File: config.mk
export PLATFORM = sky130hd
export DESIGN_NAME = rom_arbiter
export DESIGN_NICKNAME = d
export VERILOG_FILES = /design/src/rtl/rom_arbiter.sv
export SDC_FILE = /design/constraint.sdc
export NUM_CORES = 1
export LEC_CHECK = 0
export ABC_CLOCK_PERIOD_IN_PS = 1300
export BUFFER_PORTS_ARGS = -buffer_cell sky130_fd_sc_hd__clkbuf_2
export CORE_AREA = 2 2 177 179
export DETAILED_ROUTE_END_ITERATION = 8
export DIE_AREA = 0 0 179 181
export SLEW_MARGIN = 15
export SYNTH_ARGS = -nofsm -noshare
export SYNTH_HDL_FRONTEND = slang
export SYNTH_SLANG_ARGS = --single-unit
export TNS_END_PERCENT = 5
File: constraint.sdc
create_clock -name clk -period 1.3 [get_ports clk]
set_clock_uncertainty 0.05 [all_clocks]
set_input_delay 0.065 -clock clk [delete_from_list [all_inputs] [get_ports clk]]
set_output_delay 0.065 -clock clk [all_outputs]
set_load 0.01 [all_outputs]
File: src/rtl/rom_arbiter.sv
// ============================================================================
//  Module   : rom_arbiter
//  Purpose  : Two-requester arbiter in front of a shared single-cycle ROM.
//             Define ROM_ARBITER_RR_EN for round-robin contention handling,
//             otherwise requester 0 has fixed priority.
//  Revision : 1.0  initial release
// ============================================================================
`default_nettype none

module rom_arbiter #(
   parameter int MEM_ADDR  = 4,
   parameter int MEM_EXTRA = 4
) (
   input  logic                           clk,
   input  logic                           reset,
   input  logic                           req0,
   input  logic [MEM_ADDR:0]              addr0,
   input  logic [MEM_EXTRA-1:0]           extra0,
   input  logic [MEM_ADDR:0]              lower0,
   input  logic [MEM_ADDR:0]              upper0,
   input  logic                           req1,
   input  logic [MEM_ADDR:0]              addr1,
   input  logic [MEM_EXTRA-1:0]           extra1,
   input  logic [MEM_ADDR:0]              lower1,
   input  logic [MEM_ADDR:0]              upper1,
   output logic                           ack0,
   output logic [(2**MEM_EXTRA)*8-1:0]    data0,
   output logic                           error0,
   output logic                           ack1,
   output logic [(2**MEM_EXTRA)*8-1:0]    data1,
   output logic                           error1,
   output logic [MEM_ADDR:0]              mem_addr,
   output logic [MEM_EXTRA-1:0]           mem_extra,
   output logic [MEM_ADDR:0]              mem_lower_bound,
   output logic [MEM_ADDR:0]              mem_upper_bound,
   input  logic [(2**MEM_EXTRA)*8-1:0]    mem_data,
   input  logic                           mem_error,
   output logic                           busy
);

   localparam int DATA_W = (2**MEM_EXTRA)*8;

   localparam logic [1:0] S_IDLE = 2'd0;
   localparam logic [1:0] S_READ = 2'd1;
   localparam logic [1:0] S_RESP = 2'd2;

   logic [1:0]           state_q, state_d;
   logic                 grant_q, grant_d;
   logic                 ack0_q, ack0_d;
   logic                 ack1_q, ack1_d;
   logic [DATA_W-1:0]    data0_q, data0_d;
   logic [DATA_W-1:0]    data1_q, data1_d;
   logic                 error0_q, error0_d;
   logic                 error1_q, error1_d;
   logic [MEM_ADDR:0]    maddr_q, maddr_d;
   logic [MEM_EXTRA-1:0] mextra_q, mextra_d;
   logic [MEM_ADDR:0]    mlower_q, mlower_d;
   logic [MEM_ADDR:0]    mupper_q, mupper_d;
   logic                 pick;

`ifdef ROM_ARBITER_RR_EN
   logic                 last_q, last_d;

   // Under contention the requester that was not served last goes next.
   always_comb begin
      pick   = (req0 && req1) ? ~last_q : req1;
      last_d = last_q;
      if ((state_q == S_IDLE) && (req0 || req1)) begin
         last_d = pick;
      end
   end

   always_ff @(posedge clk or negedge reset) begin
      if (!reset) begin
         last_q <= 1'b1;
      end else begin
         last_q <= last_d;
      end
   end
`else
   always_comb begin
      pick = ~req0;
   end
`endif

   always_comb begin
      state_d  = state_q;
      grant_d  = grant_q;
      ack0_d   = 1'b0;
      ack1_d   = 1'b0;
      data0_d  = data0_q;
      data1_d  = data1_q;
      error0_d = error0_q;
      error1_d = error1_q;
      maddr_d  = maddr_q;
      mextra_d = mextra_q;
      mlower_d = mlower_q;
      mupper_d = mupper_q;
      case (state_q)
         S_IDLE: begin
            if (req0 || req1) begin
               grant_d  = pick;
               maddr_d  = pick ? addr1  : addr0;
               mextra_d = pick ? extra1 : extra0;
               mlower_d = pick ? lower1 : lower0;
               mupper_d = pick ? upper1 : upper0;
               state_d  = S_READ;
            end
         end
         S_READ: begin
            state_d = S_RESP;
         end
         S_RESP: begin
            // ROM result for the address issued at grant is valid now.
            if (grant_q) begin
               data1_d  = mem_data;
               error1_d = mem_error;
               ack1_d   = 1'b1;
            end else begin
               data0_d  = mem_data;
               error0_d = mem_error;
               ack0_d   = 1'b1;
            end
            state_d = S_IDLE;
         end
         default: begin
            state_d = S_IDLE;
         end
      endcase
   end

   always_ff @(posedge clk or negedge reset) begin
      if (!reset) begin
         state_q  <= S_IDLE;
         grant_q  <= 1'b0;
         ack0_q   <= 1'b0;
         ack1_q   <= 1'b0;
         data0_q  <= '0;
         data1_q  <= '0;
         error0_q <= 1'b0;
         error1_q <= 1'b0;
         maddr_q  <= '0;
         mextra_q <= '0;
         mlower_q <= '0;
         mupper_q <= '1;
      end else begin
         state_q  <= state_d;
         grant_q  <= grant_d;
         ack0_q   <= ack0_d;
         ack1_q   <= ack1_d;
         data0_q  <= data0_d;
         data1_q  <= data1_d;
         error0_q <= error0_d;
         error1_q <= error1_d;
         maddr_q  <= maddr_d;
         mextra_q <= mextra_d;
         mlower_q <= mlower_d;
         mupper_q <= mupper_d;
      end
   end

   assign ack0            = ack0_q;
   assign ack1            = ack1_q;
   assign data0           = data0_q;
   assign data1           = data1_q;
   assign error0          = error0_q;
   assign error1          = error1_q;
   assign mem_addr        = maddr_q;
   assign mem_extra       = mextra_q;
   assign mem_lower_bound = mlower_q;
   assign mem_upper_bound = mupper_q;
   assign busy            = (state_q != S_IDLE);

endmodule

`default_nettype wire

-- Yosys cells after proc, flatten, opt, wreduce, memory -nomap -nowiden
Cells that the tools add are included.
Widths: inputs -> output; s select.
- input port bits: 171
- output and inout port bits: 280
- logic and storage cells: 33
- bits in registers: 282
- equal/unequal tests: 3
- multiplexer cells: 10
- reductions and logical operators: 6
- bitwise operators: 2
- operator list (cell ; number):
    $mux 5 ; 3
    $reduce_and 2->1 ; 3
    $mux 1 ; 4
    $mux 4 ; 1
    $pmux 2 s2 ; 1
    $eq 2x1->1 const B ; 1
    $eq 2x2->1 const B ; 1
    $logic_not 2->1 ; 1
    $mux 2 ; 1
    $ne 2x2->1 const B ; 1
    $not 1->1 ; 2
    $reduce_bool 2->1 ; 1
    $logic_or 1x1->1 ; 1

-- Logic depth before layout (Yosys ltp)
Gate-level depths: netlist of run 1.
- depth in word-level cells: 3
- mapped depth: 4
- mapped depth without buffers: 3

-- Least setup slack after synthesis of run 1
No wires, ideal clock.
- path kind: register to register
- from: register state_q[0]
- to: register data0_q[100], in the netlist data0[100]
- period minus slack after synthesis: 1.498 ns
- setup slack: -0.198 ns
- required time: 1.125 ns
- cell stages (with the launch flop): 5
- path buffers: 2
- setup time: 0.125 ns
- data arrival time: 1.323 ns
- cells stage by stage: dfrtp_1 > nor3b_2 > buf_2 > buf_4 > mux2_2
- longest elaborated chain between the ends: 2
- ends and longest elaborated chain (what ; line ; text):
    start, declared ; 47 ; logic [1:0] state_q, state_d;
    start signal, assigned ; 147 ; state_q <= state_d;
    $eq 2x2->1 ; 99 ; case (state_q)
    $reduce_and 2->1 (no source line) ; - ;
    end signal, assigned ; 151 ; data0_q <= data0_d;
    end, declared ; 51 ; logic [DATA_W-1:0] data0_q, data0_d;
No other way between the ends.
A chain may end at the register's enable or synchronous reset.

-- Final worst setup path of run 1
- from: register grant_q
- to: register data0_q[65], in the netlist data0[65]
- longest elaborated chain between the ends: 2
- ends and longest elaborated chain (what ; line ; text):
    start, declared ; 48 ; logic grant_q, grant_d;
    start signal, assigned ; 148 ; grant_q <= grant_d;
    $not 1->1 (no source line) ; - ;
    $reduce_and 2->1 (no source line) ; - ;
No other way between the ends.

==> results of run 1 <==
[logic make-up (layout without fill, tap and decap cells)]
kind of cell	count (synthesis)	after routing	share of synthesized area
buffers and inverters	34	723	0.0200
AOI/OAI and AO/OA	3	3	0.00164
muxes	296	296	0.313
and+or+nand+nor	4	4	0.00282
DFF	282	282	0.663
[where the power goes]
group	total, mW	internal [mW]	switching (mW)
combinational	17.3	9.54	7.76
clock	8.27	4.92	3.36
sequential	15.9	13.4	2.49
[worst min path at each step]
stage,slack (ns),depth (start not counted),to
5_1_grt,0.01,2,mem_lower_bound[1]$_DFFE_PN0P_
3_5_place_dp,-0.03,1,mem_lower_bound[1]$_DFFE_PN0P_
3_3_place_gp,-0.03,1,mem_lower_bound[1]$_DFFE_PN0P_
6_report,0.007,2,mem_lower_bound[1]$_DFFE_PN0P_
4_1_cts,-0.30,2,data1[56]$_DFFE_PN0P_
2_1_floorplan,-0.28,0,ack0$_DFF_PN0_
[Yosys cell counts, drive strengths merged]
master	n
inv	2
buf	30
dfrtp	277
nor2b	1
o21a	1
nand3b	1
nor3b	1
a21oi	2
nor2	1
mux2	296
clkbuf	2
dfstp	5
[per-layer routing]
layer	wire, um	global-route usage
met1	11800	0.212
met2	15400	0.322
met3	2830	0.0556
met4	748	0.0501
met5	0	0
[registers in the layout, summed over array words and instances, names as in the netlist]
signal and count:
error1 1, mem_lower_bound 5, grant_q 1, state_q 2, mem_addr 5, data1 128, ack1 1, mem_upper_bound 5
data0 128, ack0 1, mem_extra 4, error0 1
[placed cells by master (no fill, tap or decap), drive strengths merged]
cell and instances:
dfrtp 277, nor2 1, dlygate4sd3 170, nor2b 1
o21a 1, clkbuf 491, bufinv 2, buf 53
inv 2, a21oi 2, nand3b 1, nor3b 1
clkinv 5, dfstp 5, mux2 296
[what timing repair did]
action                                  in CTS  in global routing
cloned                                       0                  1
gates resized for setup                     20                 58
hold buffers                               169                  1
hold endpoints to repair                   561                  2
endpoints found under the setup margin     284                283
pin swaps                                    1                  0
setup buffers                                0                  0
[worst max-delay path, stage by stage, from the launching register on]
cell	delay, ns
dfrtp_1	0.41
nor3b_4	0.24
buf_6	0.17
buf_12	0.19
mux2_2	0.36
[cell type report]
class | count | share of cell area
inverters | 2 | 0.000449
repair buffers | 668 | 0.275
multi-input cells | 303 | 0.215
well taps | 396 | 0.0297
clock inverters | 7 | 0.00509
clock buffers | 46 | 0.0516
flip-flops and latches | 282 | 0.423
[stage by stage]
| step | std cells | setup TNS (ns) | util | area, sq um |
|---|---|---|---|---|
| 5_1_grt | 1704 | -72.78 | 0.551 | 16700 |
| 2_1_floorplan | 619 | -27.23 | - | 10700 |
| 4_1_cts | 1702 | -60.67 | 0.543 | 16500 |
| 6_report | 1704 | -53.13 | 0.551 | 16700 |
| 3_5_place_dp | 1480 | -58.44 | 0.453 | 13700 |
| 3_3_place_gp | 1480 | -54.74 | 0.453 | 13700 |
==> impl_metrics.env, run 1 <==
export IMPL_wl_per_cell_um=18.1
export IMPL_r2r_start="grant_q$_DFFE_PN0P_"
export IMPL_hold_viol=0
export IMPL_root_buffer="clkbuf_16"
export IMPL_p_per_area_nw_per_um2=2480
export IMPL_violations="negative setup slack"
export IMPL_drt_iter0_drc=163
export IMPL_design_power_total_mw=41.5
export IMPL_reg2regPathDepth=4
export IMPL_area_growth_pct=56.8
export IMPL_ant_nets=0
export IMPL_ys_seq_area_frac=0.663
export IMPL_synth_seq_cells=282
export IMPL_dp_slack_ns=-0.277
export IMPL_fmax_mhz=636
export IMPL_crit_start="grant_q$_DFFE_PN0P_"
export IMPL_grt_max_degree=48
export IMPL_holdWs_ns=0.00729
export IMPL_worst_pin_slew_ns=0.435
export IMPL_yosys_top_cells_area="dfrtp_1 65%, mux2_2 31%, buf_4 1.3%, dfstp_2 1.2%, buf_2 0.52%"
export IMPL_numCtsBuffers=30
export IMPL_fin_crit_sh=1.21
export IMPL_grt_usage=0.182
export IMPL_synth_warnings=0
export IMPL_crit_path_start_kind="flip-flop"
export IMPL_synth_top_area_share=0.650
export IMPL_start_util=0.351
export IMPL_antenna_found_initial=0
export IMPL_avgSynthCellArea_sq_um=17.2
export IMPL_yosysTopAreaCell="dfrtp_1"
export IMPL_cts_tree="built"
export IMPL_gr_total_overflow=0
export IMPL_min_path_type="primary input to asynchronous set/reset pin"
export IMPL_antennaDiodeCount=0
export IMPL_synth_nets=790
export IMPL_slew_viol_final=0
export IMPL_worst_path_max_fanout=25
export IMPL_num_rows=64
export IMPL_netlist_instances=619
export IMPL_endpoint="data0[65]$_DFFE_PN0P_"
export IMPL_irDropWorstVdd_mv=1.78
export IMPL_setup_viol=280
export IMPL_cap_violations=0
export IMPL_htree_levels=1
export IMPL_clk_latency_ns=0.54
export IMPL_leakage_nw=8.10
export IMPL_place_hpwl_mm=22.0
export IMPL_clk_pin_slew_ns=0.06
export IMPL_cts_sinks=282
export IMPL_finish_net_count=1458
export IMPL_dieArea_sq_um=32400
export IMPL_cts_buffer_depth=3
export IMPL_die_h_um=181
export IMPL_gp_congestion=0.750
export IMPL_grt_first_pass_wirelength_mm=46.8
export IMPL_status="finished, violations left"
export IMPL_io_pins=451
export IMPL_port_buffer_count=450
export IMPL_critical_path_class="flip-flop to flip-flop"
export IMPL_dr_total_vias=7822
export IMPL_layout_drive_gt1_share=0.644
export IMPL_seq_area_sq_um=7060
export IMPL_relSlewSlack=0.710
export IMPL_cp_end_kind="flip-flop"
export IMPL_fillers=2490
export IMPL_die_w_um=179
export IMPL_synth_area_sq_um=10700
export IMPL_routed_wl_mm=30.9
export IMPL_fp_coreArea_sq_um=30300
export IMPL_r2r_end="data0[65]$_DFFE_PN0P_"
export IMPL_grt_pass1_vias=8477
export IMPL_rsz0062_at_grt="true"
export IMPL_rrSetupSlack_ns=-0.27
export IMPL_fin_crit_ns=1.57
export IMPL_synthDistinctLibCells=13
export IMPL_via_per_inst=4.59
export IMPL_cp_required_ns=1.67
export IMPL_multi_input_area_sq_um=3590
export IMPL_post_route_drc_count=0
export IMPL_first_pass_iters=6
export IMPL_setup_ws_ns=-0.271
export IMPL_worstPathArrival_ns=1.94
Power figures use the tool's default switching activity.
==> run 2: changes to the inputs <==
--- a/config.mk
+++ b/config.mk
@@ -8,8 +8,10 @@
 export ABC_CLOCK_PERIOD_IN_PS = 1300
 export BUFFER_PORTS_ARGS = -buffer_cell sky130_fd_sc_hd__clkbuf_2
 export CORE_AREA = 2 2 177 179
+export CTS_CLUSTER_SIZE = 30
 export DETAILED_ROUTE_END_ITERATION = 8
 export DIE_AREA = 0 0 179 181
+export PLACE_DENSITY = 0.72
 export SLEW_MARGIN = 15
 export SYNTH_ARGS = -nofsm -noshare
 export SYNTH_HDL_FRONTEND = slang
==> run 2 against run 1 <==
  * The flow still finishes with violations (negative setup slack)
  * Maximum frequency down 4.8%
  * Global-route usage decreased by 0.19 points
  * Register-to-register slack worse by 0.08 ns
  * Critical path type unchanged
  * Largest cell class unchanged
  * Largest power group unchanged
==> impl_metrics.env, run 2 (synthesized netlist as in run 1, its figures left out) <==
export IMPL_mostFrequentLayoutCell="clkbuf_2"
export IMPL_leakage_nw=8.32
export IMPL_final_cell_area_sq_um=17100
export IMPL_via_per_inst=4.70
export IMPL_final_cell_mix="444 x clkbuf_2, 276 x dfrtp_1, 221 x mux2_2"
export IMPL_grt_first_pass_wirelength_mm=46.6
export IMPL_setup_ws_ns=-0.350
export IMPL_fin_tns_setup_ns=-66.71
export IMPL_cp_end_kind="flip-flop"
export IMPL_grt_max_degree=60
export IMPL_place_area_sq_um=13800
export IMPL_fillers=2284
export IMPL_cap_violations=0
export IMPL_gp_congestion=0.781
export IMPL_finish_net_count=1474
export IMPL_critical_path_class="flip-flop to flip-flop"
export IMPL_cts_tree="built"
export IMPL_cts_sinks=282
export IMPL_fp_coreArea_sq_um=30300
export IMPL_clk_pin_slew_ns=0.06
export IMPL_area_growth_pct=60.6
export IMPL_start_util=0.351
export IMPL_die_h_um=181
export IMPL_io_pins=451
export IMPL_first_pass_iters=4
export IMPL_die_w_um=179
export IMPL_numCtsBuffers=29
export IMPL_ant_nets=0
export IMPL_crit_path_start_kind="flip-flop"
export IMPL_setup_viol=278
export IMPL_status="finished, violations left"
export IMPL_hold_viol=0
export IMPL_drt_iter0_drc=254
export IMPL_fmax_mhz=606
export IMPL_fin_crit_sh=1.27
export IMPL_gr_total_overflow=0
export IMPL_slew_viol_final=0
export IMPL_irDropWorstVdd_mv=1.78
export IMPL_antennaDiodeCount=0
export IMPL_clk_latency_ns=0.53
export IMPL_routed_wl_mm=33.4
export IMPL_rsz0062_at_grt="true"
export IMPL_grt_pass1_vias=8783
export IMPL_violations="negative setup slack"
export IMPL_antenna_found_initial=0
export IMPL_cts_buffer_depth=3
export IMPL_wl_per_cell_um=19.4
export IMPL_relSlewSlack=0.378
export IMPL_dr_total_vias=8097
export IMPL_post_route_drc_count=0
export IMPL_layout_drive_gt1_share=0.652
export IMPL_root_buffer="clkbuf_16"
export IMPL_p_per_area_nw_per_um2=2500
export IMPL_worstPathArrival_ns=2.01
export IMPL_grt_usage=0.180
export IMPL_min_path_type="primary input to asynchronous set/reset pin"
export IMPL_htree_levels=1
export IMPL_worst_pin_slew_ns=0.934
export IMPL_worst_path_max_fanout=6
export IMPL_cp_required_ns=1.66
export IMPL_fin_crit_ns=1.65
export IMPL_dieArea_sq_um=32400
export IMPL_num_rows=64
export IMPL_place_hpwl_mm=21.0
export IMPL_port_buffer_count=450
==> run 2: changes by cell type in the layout (fill, tap and decap cells not counted), moves of 3 or more <==
cell and delta:
mux2_2 -21, buf_12 +6, clkbuf_1 -5, clkbuf_16 +4, buf_4 +3, mux2_4 +21
clkbuf_8 +9
==> run 2: area by class of cell <==
cell class,instances,area (sq um),area share
Sequential cell,282,7060,0.413
Timing Repair Buffer,685,4930,0.288
Multi-Input combinational cell,303,3670,0.215
Clock buffer,48,917,0.0536
Tap cell,396,495,0.0290
Clock inverter,5,25.0,0.00146
Inverter,2,7.51,0.000439
==> run 2: stage by stage <==
step / setup WS, ns / utilization / hold WS [ns] / power, mW / std cells
after floorplan: -0.157 / - / -0.281 / 24.4 / 619
after global placement: -0.351 / 0.455 / -0.129 / 31.4 / 1484
after detailed placement: -0.365 / 0.455 / -0.131 / 32.0 / 1484
after CTS: -0.384 / 0.543 / -0.277 / 40.7 / 1707
after global routing: -0.437 / 0.564 / 0.0464 / 45.1 / 1721
final: -0.350 / 0.564 / 0.0486 / 42.8 / 1721
==> run 2: worst paths after layout <==
| path | startpoint | to | slack [ns] | cells past startpoint |
|---|---|---|---|---|
| setup reg to reg | state_q[0]$_DFFE_PN0P_ | data0[6]$_DFFE_PN0P_ | -0.35 | 5 |
| max in group asynchronous | reset | data1[17]$_DFFE_PN0P_ | 0.17 | 3 |
| hold reg to reg | data1[18]$_DFFE_PN0P_ | data1[18]$_DFFE_PN0P_ | 0.45 | 1 |
| hold / removal | reset | mem_upper_bound[1]$_DFFE_PN1P_ | 0.05 | 2 |
| min in group clk | mem_data[80] | data0[80]$_DFFE_PN0P_ | 0.26 | 3 |
| setup / recovery | state_q[0]$_DFFE_PN0P_ | data0[6]$_DFFE_PN0P_ | -0.35 | 5 |
==> run 2: critical path, stage by stage, from the launching register on <==
cell	delay, ns
dfrtp_2	0.44
nor3b_4	0.22
buf_6	0.17
buf_12	0.15
buf_4	0.15
mux2_2	0.35
==> run 2: timing repair <==
item / in CTS / in global routing
endpoints found under the hold margin: 560 / 2
buffers inserted: 0 / 2
gates resized for setup: 8 / 105
pin swaps: 0 / 1
endpoints found under the setup margin: 283 / 304
cloned: 0 / 11
hold buffers: 170 / 1
==> run 2: routing by layer <==
| metal | global-route usage | vias to the layer above | share of wire |
|---|---|---|---|
| met5 | 0 | - | 0 |
| met4 | 0.0533 | 0 | 0.033 |
| met3 | 0.0509 | 74 | 0.081 |
| met2 | 0.335 | 350 | 0.52 |
| met1 | 0.196 | 4094 | 0.37 |
| li1 | - | 3579 | - |
==> run 2: report_power, final <==
group	switching (mW)	total, mW	leakage (nW)	internal, mW
Combinational	8.21	18.5	4.53	10.3
Sequential	2.72	16.1	3.31	13.4
Clock	3.37	8.14	0.471	4.77
